--- config.mk ---
export PLATFORM = sky130hd
export DESIGN_NAME = mem_access_stage
export DESIGN_NICKNAME = d
export VERILOG_FILES = /design/src/rtl/mem_access_stage.sv
export SDC_FILE = /design/constraint.sdc
export NUM_CORES = 1
export LEC_CHECK = 0
export ABC_AREA = 1
export CORE_UTILIZATION = 40
export DETAILED_ROUTE_END_ITERATION = 6
export PLACE_DENSITY = 0.75
export SYNTH_ARGS = -nofsm -noshare
export SYNTH_HDL_FRONTEND = slang
export SYNTH_SLANG_ARGS = --single-unit
--- constraint.sdc ---
create_clock -name clk -period 1.5 [get_ports clk]
set_clock_uncertainty 0.05 [all_clocks]
set_input_delay 0.375 -clock clk [delete_from_list [all_inputs] [get_ports clk]]
set_output_delay 0.375 -clock clk [all_outputs]
set_load 0.02 [all_outputs]
--- src/rtl/mem_access_stage.sv ---
// -----------------------------------------------------------------------------
// mem_access_stage
//   Pipeline stage 4 (MEM). Takes the stage-3 ALU result as a load/store byte
//   address, or passes it straight through for non-memory ops. Drives a req/ack
//   data-memory port with byte enables. Formats load data with sign or zero
//   extension and hands a registered result to writeback.
//
// Handshakes:
//   EX side     : an op transfers on a rising edge where ex_valid & ex_ready.
//                 ex_ready depends only on state and wb_ready.
//   Writeback   : a result transfers on a rising edge where wb_valid & wb_ready.
//                 While wb_valid=1 and wb_ready=0 every wb_* output holds.
//   Data memory : dmem_req rises with address/controls and holds them until
//                 the cycle dmem_ack is seen; dmem_rdata/dmem_err are sampled
//                 only in that cycle.
//
// Ports:
//   clk, reset_n                        clock, async active-low reset
//   ex_valid/ex_ready                   op handshake from EX
//   ex_alu_result, ex_store_data        address / passthrough value, store data
//   ex_mem_read, ex_mem_write           load / store (both set = load)
//   ex_funct3, ex_rd, ex_reg_write      access size/sign, destination, write en
//   dmem_req/we/addr/wdata/be           data-memory request
//   dmem_ack/rdata/err                  data-memory completion
//   wb_valid/ready, wb_data, wb_rd,     result to writeback
//   wb_reg_write, wb_exc, wb_exc_cause  (cause 00 none,01 misalign,10 bus,11 timeout)
//   dbg_state                           current FSM state (IDLE=0, BUS=1, HOLD=2)
// -----------------------------------------------------------------------------
module mem_access_stage #(
  parameter int TIMEOUT_CYC = 64
) (
  input  logic        clk,
  input  logic        reset_n,
  input  logic        ex_valid,
  output logic        ex_ready,
  input  logic [31:0] ex_alu_result,
  input  logic [31:0] ex_store_data,
  input  logic        ex_mem_read,
  input  logic        ex_mem_write,
  input  logic [2:0]  ex_funct3,
  input  logic [4:0]  ex_rd,
  input  logic        ex_reg_write,
  output logic        dmem_req,
  output logic        dmem_we,
  output logic [31:0] dmem_addr,
  output logic [31:0] dmem_wdata,
  output logic [3:0]  dmem_be,
  input  logic        dmem_ack,
  input  logic [31:0] dmem_rdata,
  input  logic        dmem_err,
  output logic        wb_valid,
  input  logic        wb_ready,
  output logic [31:0] wb_data,
  output logic [4:0]  wb_rd,
  output logic        wb_reg_write,
  output logic        wb_exc,
  output logic [1:0]  wb_exc_cause,
  output logic [1:0]  dbg_state
);

  localparam int CNT_W = $clog2(TIMEOUT_CYC);
  localparam logic [CNT_W-1:0] CNT_LAST = CNT_W'(TIMEOUT_CYC - 1);

  typedef enum logic [1:0] {
    IDLE = 2'd0,
    BUS  = 2'd1,
    HOLD = 2'd2
  } state_t;

  state_t           state;
  logic [CNT_W-1:0] tmo_cnt;
  // Op context kept across the bus access
  logic             op_load;
  logic             op_rw;
  logic [1:0]       op_lane;
  logic [2:0]       op_funct3;

  // ---------------------------------------------------------------------------
  // Decode of the op presented by EX
  // ---------------------------------------------------------------------------
  logic        accept;
  logic        is_load;
  logic        is_store;
  logic        sz_b;
  logic        sz_h;
  logic        misaligned;
  logic [3:0]  be_n;
  logic [31:0] wdata_n;

  assign ex_ready  = (state == IDLE) | ((state == HOLD) & wb_ready);
  assign accept    = ex_valid & ex_ready;
  assign dbg_state = state;

  // A load with mem_write also set is still a load.
  assign is_load  = ex_mem_read;
  assign is_store = ex_mem_write & ~ex_mem_read;

  // funct3[1:0]: 00 byte, 01 half, anything else is a word access.
  assign sz_b = (ex_funct3[1:0] == 2'b00);
  assign sz_h = (ex_funct3[1:0] == 2'b01);

  always_comb begin
    misaligned = 1'b0;
    be_n       = 4'b1111;
    wdata_n    = ex_store_data;
    if (sz_b) begin
      be_n    = 4'b0001 << ex_alu_result[1:0];
      wdata_n = {4{ex_store_data[7:0]}};
    end else if (sz_h) begin
      misaligned = ex_alu_result[0];
      be_n       = 4'b0011 << ex_alu_result[1:0];
      wdata_n    = {2{ex_store_data[15:0]}};
    end else begin
      misaligned = |ex_alu_result[1:0];
    end
  end

  // Move the addressed lane to the bottom and extend per funct3.
  function automatic logic [31:0] fmt_load(input logic [31:0] word,
                                           input logic [1:0]  lane,
                                           input logic [2:0]  f3);
    logic [31:0] sh;
    sh = word >> {lane, 3'b000};
    case (f3)
      3'b000:  fmt_load = {{24{sh[7]}}, sh[7:0]};
      3'b001:  fmt_load = {{16{sh[15]}}, sh[15:0]};
      3'b100:  fmt_load = {24'h0, sh[7:0]};
      3'b101:  fmt_load = {16'h0, sh[15:0]};
      default: fmt_load = word;
    endcase
  endfunction

  // ---------------------------------------------------------------------------
  // FSM with registered outputs
  // ---------------------------------------------------------------------------
  always_ff @(posedge clk or negedge reset_n) begin
    if (!reset_n) begin
      state        <= IDLE;
      tmo_cnt      <= '0;
      op_load      <= 1'b0;
      op_rw        <= 1'b0;
      op_lane      <= 2'b00;
      op_funct3    <= 3'b000;
      dmem_req     <= 1'b0;
      dmem_we      <= 1'b0;
      dmem_addr    <= '0;
      dmem_wdata   <= '0;
      dmem_be      <= 4'b0000;
      wb_valid     <= 1'b0;
      wb_data      <= '0;
      wb_rd        <= 5'd0;
      wb_reg_write <= 1'b0;
      wb_exc       <= 1'b0;
      wb_exc_cause <= 2'b00;
    end else begin
      case (state)
        BUS: begin
          if (dmem_ack) begin
            dmem_req     <= 1'b0;
            dmem_we      <= 1'b0;
            wb_valid     <= 1'b1;
            state        <= HOLD;
            wb_exc       <= dmem_err;
            wb_exc_cause <= dmem_err ? 2'b10 : 2'b00;
            wb_reg_write <= ~dmem_err & op_load & op_rw;
            wb_data      <= (op_load & ~dmem_err) ?
                            fmt_load(dmem_rdata, op_lane, op_funct3) :
                            {dmem_addr[31:2], op_lane};
          end else if (tmo_cnt == CNT_LAST) begin
            dmem_req     <= 1'b0;
            dmem_we      <= 1'b0;
            wb_valid     <= 1'b1;
            state        <= HOLD;
            wb_exc       <= 1'b1;
            wb_exc_cause <= 2'b11;
            wb_reg_write <= 1'b0;
            wb_data      <= {dmem_addr[31:2], op_lane};
          end else begin
            tmo_cnt <= tmo_cnt + 1'b1;
          end
        end

        default: begin  // IDLE and HOLD share the accept path
          if (accept) begin
            wb_rd <= ex_rd;
            if (!(is_load | is_store)) begin
              wb_valid     <= 1'b1;
              wb_data      <= ex_alu_result;
              wb_reg_write <= ex_reg_write & (ex_rd != 5'd0);
              wb_exc       <= 1'b0;
              wb_exc_cause <= 2'b00;
              state        <= HOLD;
            end else if (misaligned) begin
              wb_valid     <= 1'b1;
              wb_data      <= ex_alu_result;
              wb_reg_write <= 1'b0;
              wb_exc       <= 1'b1;
              wb_exc_cause <= 2'b01;
              state        <= HOLD;
            end else begin
              wb_valid     <= 1'b0;
              wb_reg_write <= 1'b0;
              wb_exc       <= 1'b0;
              wb_exc_cause <= 2'b00;
              dmem_req     <= 1'b1;
              dmem_we      <= is_store;
              dmem_addr    <= {ex_alu_result[31:2], 2'b00};
              dmem_be      <= be_n;
              dmem_wdata   <= wdata_n;
              tmo_cnt      <= '0;
              op_load      <= is_load;
              op_rw        <= ex_reg_write & (ex_rd != 5'd0);
              op_lane      <= ex_alu_result[1:0];
              op_funct3    <= ex_funct3;
              state        <= BUS;
            end
          end else if ((state == HOLD) && wb_ready) begin
            wb_valid     <= 1'b0;
            wb_reg_write <= 1'b0;
            wb_exc       <= 1'b0;
            wb_exc_cause <= 2'b00;
            state        <= IDLE;
          end
        end
      endcase
    end
  end

endmodule

==> flow_summary.ini <==
[pwr]
p_sw_uw = 9540
p_per_area_nw_per_um2 = 1960
p_sw_share_pct = 44.4
total_leakage_power_uw = 0.00553
p_comb_share_pct = 53.3
clkPwrFrac_pct = 19.0
p_seq_share_pct = 27.7
peakVddDrop_mv = 1.19
intPower_uw = 11900

[route]
dr_wl_met2_mm = 12.4
num_vias = 7656
wire_per_inst_um = 16.9
via_per_inst = 5.17
routed.top_layer = met4
antenna_left = 0
wl_mm = 25.0
wl_met1_mm = 10.0
route.met3.wl_mm = 1.82
first_iter_violations = 625
drtPass1Iterations = 5
route.detailed.drc = 0

[worst_setup_path]
start_kind = flop
worstPathRequired_ns = 1.07
crit_path_end_kind = output pin
crit_fanout = 2
critPathArrivalTime_ns = 1.15
r2r_slack_ns = -0.07
crit_type = reg2out

[synth]
yosys.area.top_type = dfrtp_1
avgSynthCellArea_um2 = 7.13
synth_edf_count = 0
synth_seq_cells = 124
async_reset_ff_share_pct = 100
syn_area_um2 = 6730
synth.most_common_cell = nand2_1
synth_cell_types = 33
yosysTopAreaCellShare_pct = 46.1
yosysWarnings = 0
synth_commonest_cells = nand2_1 (416), dfrtp_1 (124), inv_1 (66)
ys_seq_area_share_pct = 46.1
syn_inst = 944
synth_area_leaders = dfrtp_1 (46%), nand2_1 (23%), a21oi_1 (4.7%)
yosys_most_used_dff = dfrtp_1

[die]
floorplan.initialDensity_pct = 40.7
num_rows = 47
dieHeight_um = 132
fp.dieW_um = 132
pin_count = 228
design.die.area_um2 = 17300
core_um2 = 16500

[timing]
final.setup.worst_slack_ns = -0.0738
slew_violations = 0
tns_ns = -2.04
fmax_ghz = 0.635
rsz0062_at_grt = yes
fin_crit_ns = 1.57
hold_viol_final = 0
setup_viol = 69
period_share_pct = 105

[place]
gp_congestion = 0.884
place_ws_ns = -0.789
port-buffer-count = 225
dp_hpwl_mm = 16.0
place_area_um2 = 9840

[clocking]
clk_pin_slew_worst_paths_ns = 0.06
cts_max_level = 4
numCtsBuffers = 17
cts_tree = yes
cts_sinks = 124
clockBufferDepth = 2
clockRootBuffer = clkbuf_16
insertion_delay_ns = 0.42

[finish]
drive_above_1_share_pct = 31.2
stdcell_area_um2 = 10900
areaGrowthSynthToFinish_pct = 62.4
nets = 1366
regArea_um2 = 3110
fillCellCount = 1370
n_antenna_cell = 0
multi_input_area_um2 = 3550

[grt]
grt_max_degree = 58
gr-total-overflow = 0
grt_pass1_vias = 7426
grt_pass1_wl_mm = 37.9
antenna_found_initial = 0
grtUsageTotal_pct = 27.8

[status]
outcome = complete, but fails checks
violations = setup timing

[hold_path]
hold_class = in2async

[flow_run]
maxCapViolations = 0
-- stage by stage --
step / hold WS, ns / power [uW] / utilization, % / instances
detailed placement: 0.236 / 17000 / 59.5 / 1419
floorplan: 0.0294 / 11700 / - / 945
finish: 0.353 / 21500 / 66.1 / 1481
global route: 0.386 / 22700 / 66.1 / 1481
global placement: 0.240 / 16800 / 59.5 / 1419
CTS: 0.341 / 21000 / 64.7 / 1467
-- power by group through the flow --
stage | combinational, uW | clock [uW] | sequential (uW)
2_1_floorplan | 4110 | 0 | 7580
3_3_place_gp | 10900 | 0 | 5920
3_5_place_dp | 11100 | 0 | 5930
4_1_cts | 10900 | 4120 | 5920
5_1_grt | 12300 | 4250 | 6130
6_report | 11400 | 4090 | 5940
-- worst max-delay path, cell delays in order, from the launching register on --
cell and delay (ns):
dfrtp_2 0.42, inv_2 0.07, nand2_2 0.05, inv_2 0.07, buf_6 0.12
-- what timing repair did --
item,in CTS,in global routing
buffers inserted,10,6
hold buffers,1,0
cloned,6,9
setup endpoints to repair,228,141
hold endpoints to repair,13,0
gates resized for setup,480,178
pin swaps,19,33
-- routing by layer --
metal  global-route usage [%]  up-vias
li1                         -     3613
met1                     34.0     3654
met2                     46.9      334
met3                     6.94       55
met4                     11.4        0
met5                        0        -
-- sequential cells by signal, summed over array words and instances, names as in the netlist, 2 cells and up --
| name | cells |
|---|---|
| op_lane | 2 |
| tmo_cnt | 6 |
| dmem_be | 4 |
| wb_rd | 5 |
| wb_data | 32 |
| dmem_wdata | 32 |
| dmem_addr | 30 |
| wb_exc_cause | 2 |
| op_funct3 | 3 |
-- kinds of logic (layout without fill, tap and decap cells) --
| kind of cell | count (synthesis) | count (layout) | synth area share, % |
|---|---|---|---|
| and+or+nand+nor | 543 | 543 | 32.8 |
| xor gates and xnor gates | 1 | 1 | 0.130 |
| other | 1 | 2 | 0.0557 |
| adders and majority gates | 5 | 5 | 0.930 |
| buffers and inverters | 123 | 439 | 8.18 |
| AOI/OAI and AO/OA | 147 | 147 | 11.8 |
| DFF | 124 | 124 | 46.1 |
-- final timing paths --
path / start / end / cells after the start
worst max-delay path: dbg_state[0]$_DFFE_PN0P_ / ex_ready / 4
worst min-delay path: reset_n / wb_data[24]$_DFFE_PN0P_ / 2
worst max register to register: tmo_cnt[1]$_DFFE_PN0P_ / wb_data[11]$_DFFE_PN0P_ / 10
worst min register to register: dmem_wdata[4]$_DFFE_PN0P_ / dmem_wdata[4]$_DFFE_PN0P_ / 2
max in group asynchronous: reset_n / dmem_wdata[6]$_DFFE_PN0P_ / 3
min in group clk: dmem_wdata[4]$_DFFE_PN0P_ / dmem_wdata[4]$_DFFE_PN0P_ / 2
-- area by class of cell --
| class | count | share of cell area, % |
|---|---|---|
| clock buffers | 17 | 3.89 |
| clock inverters | 15 | 1.37 |
| inverters | 70 | 2.61 |
| multi-input cells | 698 | 32.5 |
| flip-flops and latches | 124 | 28.4 |
| well taps | 220 | 2.52 |
| repair buffers | 337 | 28.7 |
-- cells in the final DEF (no fill, tap or decap), types with 10 or more instances in the layout --
cell and n:
a21oi_1 59, a31oi_1 10, buf_12 16, buf_2 100, buf_4 64, buf_6 18
clkbuf_16 22, clkdlybuf4s15_2 11, clkdlybuf4s50_1 103, dfrtp_1 121, inv_1 55, nand2_1 361
nand2_2 47, nand2_4 14, nand3_1 43, nand3_2 15, nor2_1 33, o211ai_1 10
o21ai_0 28, o21ai_1 15, o21ai_2 12
No activity file was read; power rests on OpenSTA's default activity.
==> patch: new RTL, config.mk and constraints unchanged <==
Set the parameter `TIMEOUT_CYC` to 32 (it was 64).
--- a/src/rtl/mem_access_stage.sv
+++ b/src/rtl/mem_access_stage.sv
@@ -27,7 +27,7 @@
 //   dbg_state                           current FSM state (IDLE=0, BUS=1, HOLD=2)
 // -----------------------------------------------------------------------------
 module mem_access_stage #(
-  parameter int TIMEOUT_CYC = 64
+  parameter int TIMEOUT_CYC = 32
 ) (
   input  logic        clk,
   input  logic        reset_n,
Behaviour: no difference found for any inputs over 4 cycles, from zero or initial values and one cycle with reset_n low; that may be too few to reach the edited logic, so the function may still have changed.
==> patch against the original RTL <==
  * Synthesized area increased by 1.6%
  * The flow still finishes with violations (negative setup slack)
  * Non-clock buffer count rose by 6
  * Design area decreased by 1.9%
  * Worst setup slack got worse by 0.55 ns
  * Sequential share of layout area is 0.31 points higher
  * First-iteration DRC count decreased by 10%
  * Sequential cell count is 1 lower
  * Wire length down 0.82%
  * Total power grew 1.0%
  * Critical path type is now reg2reg
  * Fmax down 26%
  * Critical endpoint is now wb_data[0]$_DFFE_PN0P_
  * Largest power group unchanged
==> patch: results (changes against the original RTL) <==
outcome: complete, but fails checks
failing checks: negative setup slack
Die X: 133 microns (+0.79%)
Setup violations, final: 119 (+72%)
sequential-to-total area share from yosys stat: 45.0% (-1.1 points)
Final #Nets: 1,360 (-0.44%)
crit path max-delay cell type: dfrtp_1
Final Worst Setup Slack: -0.625 ns (-0.551 ns)
clk cell area share: 5.51% (+0.24 points)
global routing usage on met1: 34.6% (+0.60 points)
number of H-tree levels: 4 (unchanged)
Synth Area in Compound Gates: 11.7% (-0.058 points)
HPWL Detailed: 16,100 microns (+0.96%)
Hold WC Path Type: reg2reg
pre-CTS WS: -0.675 ns (+0.113 ns)
#MultiIn Comb: 690 (-1.1%)
WL met3: 2130 microns (+17%)
layout cell share with drive strength beyond 1: 28.9% (-2.3 points)
initial drt markers: 562 (-10%)
vias in the first global route: 7,256 (-2.3%)
Fill cells: 1,461 (+6.6%)
area grow syn2layout: 56.8%
setup TNS: -34.20 ns (-32.17 ns)
dpl cell area: 9870 sq um (+0.34%)
Syn Inst Count: 934 (-1.1%)
GP Congestion: 0.898 (+1.6%)
sequential share of cell area: 28.7% (+0.31 points)
critical path arrival: 2.44 ns (+1.29 ns)
placed cells: 1,411 (-0.56%)
global-route wire length before repair: 38,400 microns (+1.2%)
M2 GR Usage: 48.0% (+1.1 points)
M1 WL: 9760 microns (-2.6%)
Vias: 7,507 (-1.9%)
DR WL met2: 12,200 microns (-1.7%)
buffering overhead: 28.9% (+0.23 points)
adder-cell area share of the yosys netlist: 1.10% (+0.17 points)
met3 Resource Use GR: 7.16% (+0.22 points)
WS Path Type: reg2reg
Non-clk bufs: 343 (+1.8%)
Post-synth top cells: nand2_1, dfrtp_1, a21oi_1
Leak: 5.46 nW (-1.2%)
Synth Area in XOR/XNOR: 0.128% (-0.0020 points)
# Post-CTS Setup Buffers: 15 (+5)
Crit path max-delay family: simple AND/OR/NAND/NOR gates
number of distinct library cells after synthesis: 36 (+9.1%)
Post-Route WL: 24,800 microns (-0.82%)
[patch: path summary, 6_finish.rpt]
| check | to | slack (ns) | depth (start not counted) |
|---|---|---|---|
| max | wb_data[0]$_DFFE_PN0P_ | -0.62 | 14 |
| min | dmem_wdata[26]$_DFFE_PN0P_ | 0.41 | 2 |
| max reg2reg | wb_data[0]$_DFFE_PN0P_ | -0.62 | 14 |
| min reg2reg | dmem_wdata[26]$_DFFE_PN0P_ | 0.41 | 2 |
| max in group asynchronous | op_funct3[2]$_DFFE_PN0P_ | 0.54 | 3 |
| min in group asynchronous | dmem_addr[15]$_DFFE_PN0P_ | 0.45 | 3 |
[patch: power by group through the flow]
stage               Clock (mW)  Combinational, mW  Sequential [mW]
floorplan                    0               4.39             7.53
global placement             0               11.1             5.92
detailed placement           0               11.2             5.93
CTS                       4.24               11.5             5.91
global route              4.38               12.4             6.16
finish                    4.19               11.5             5.97
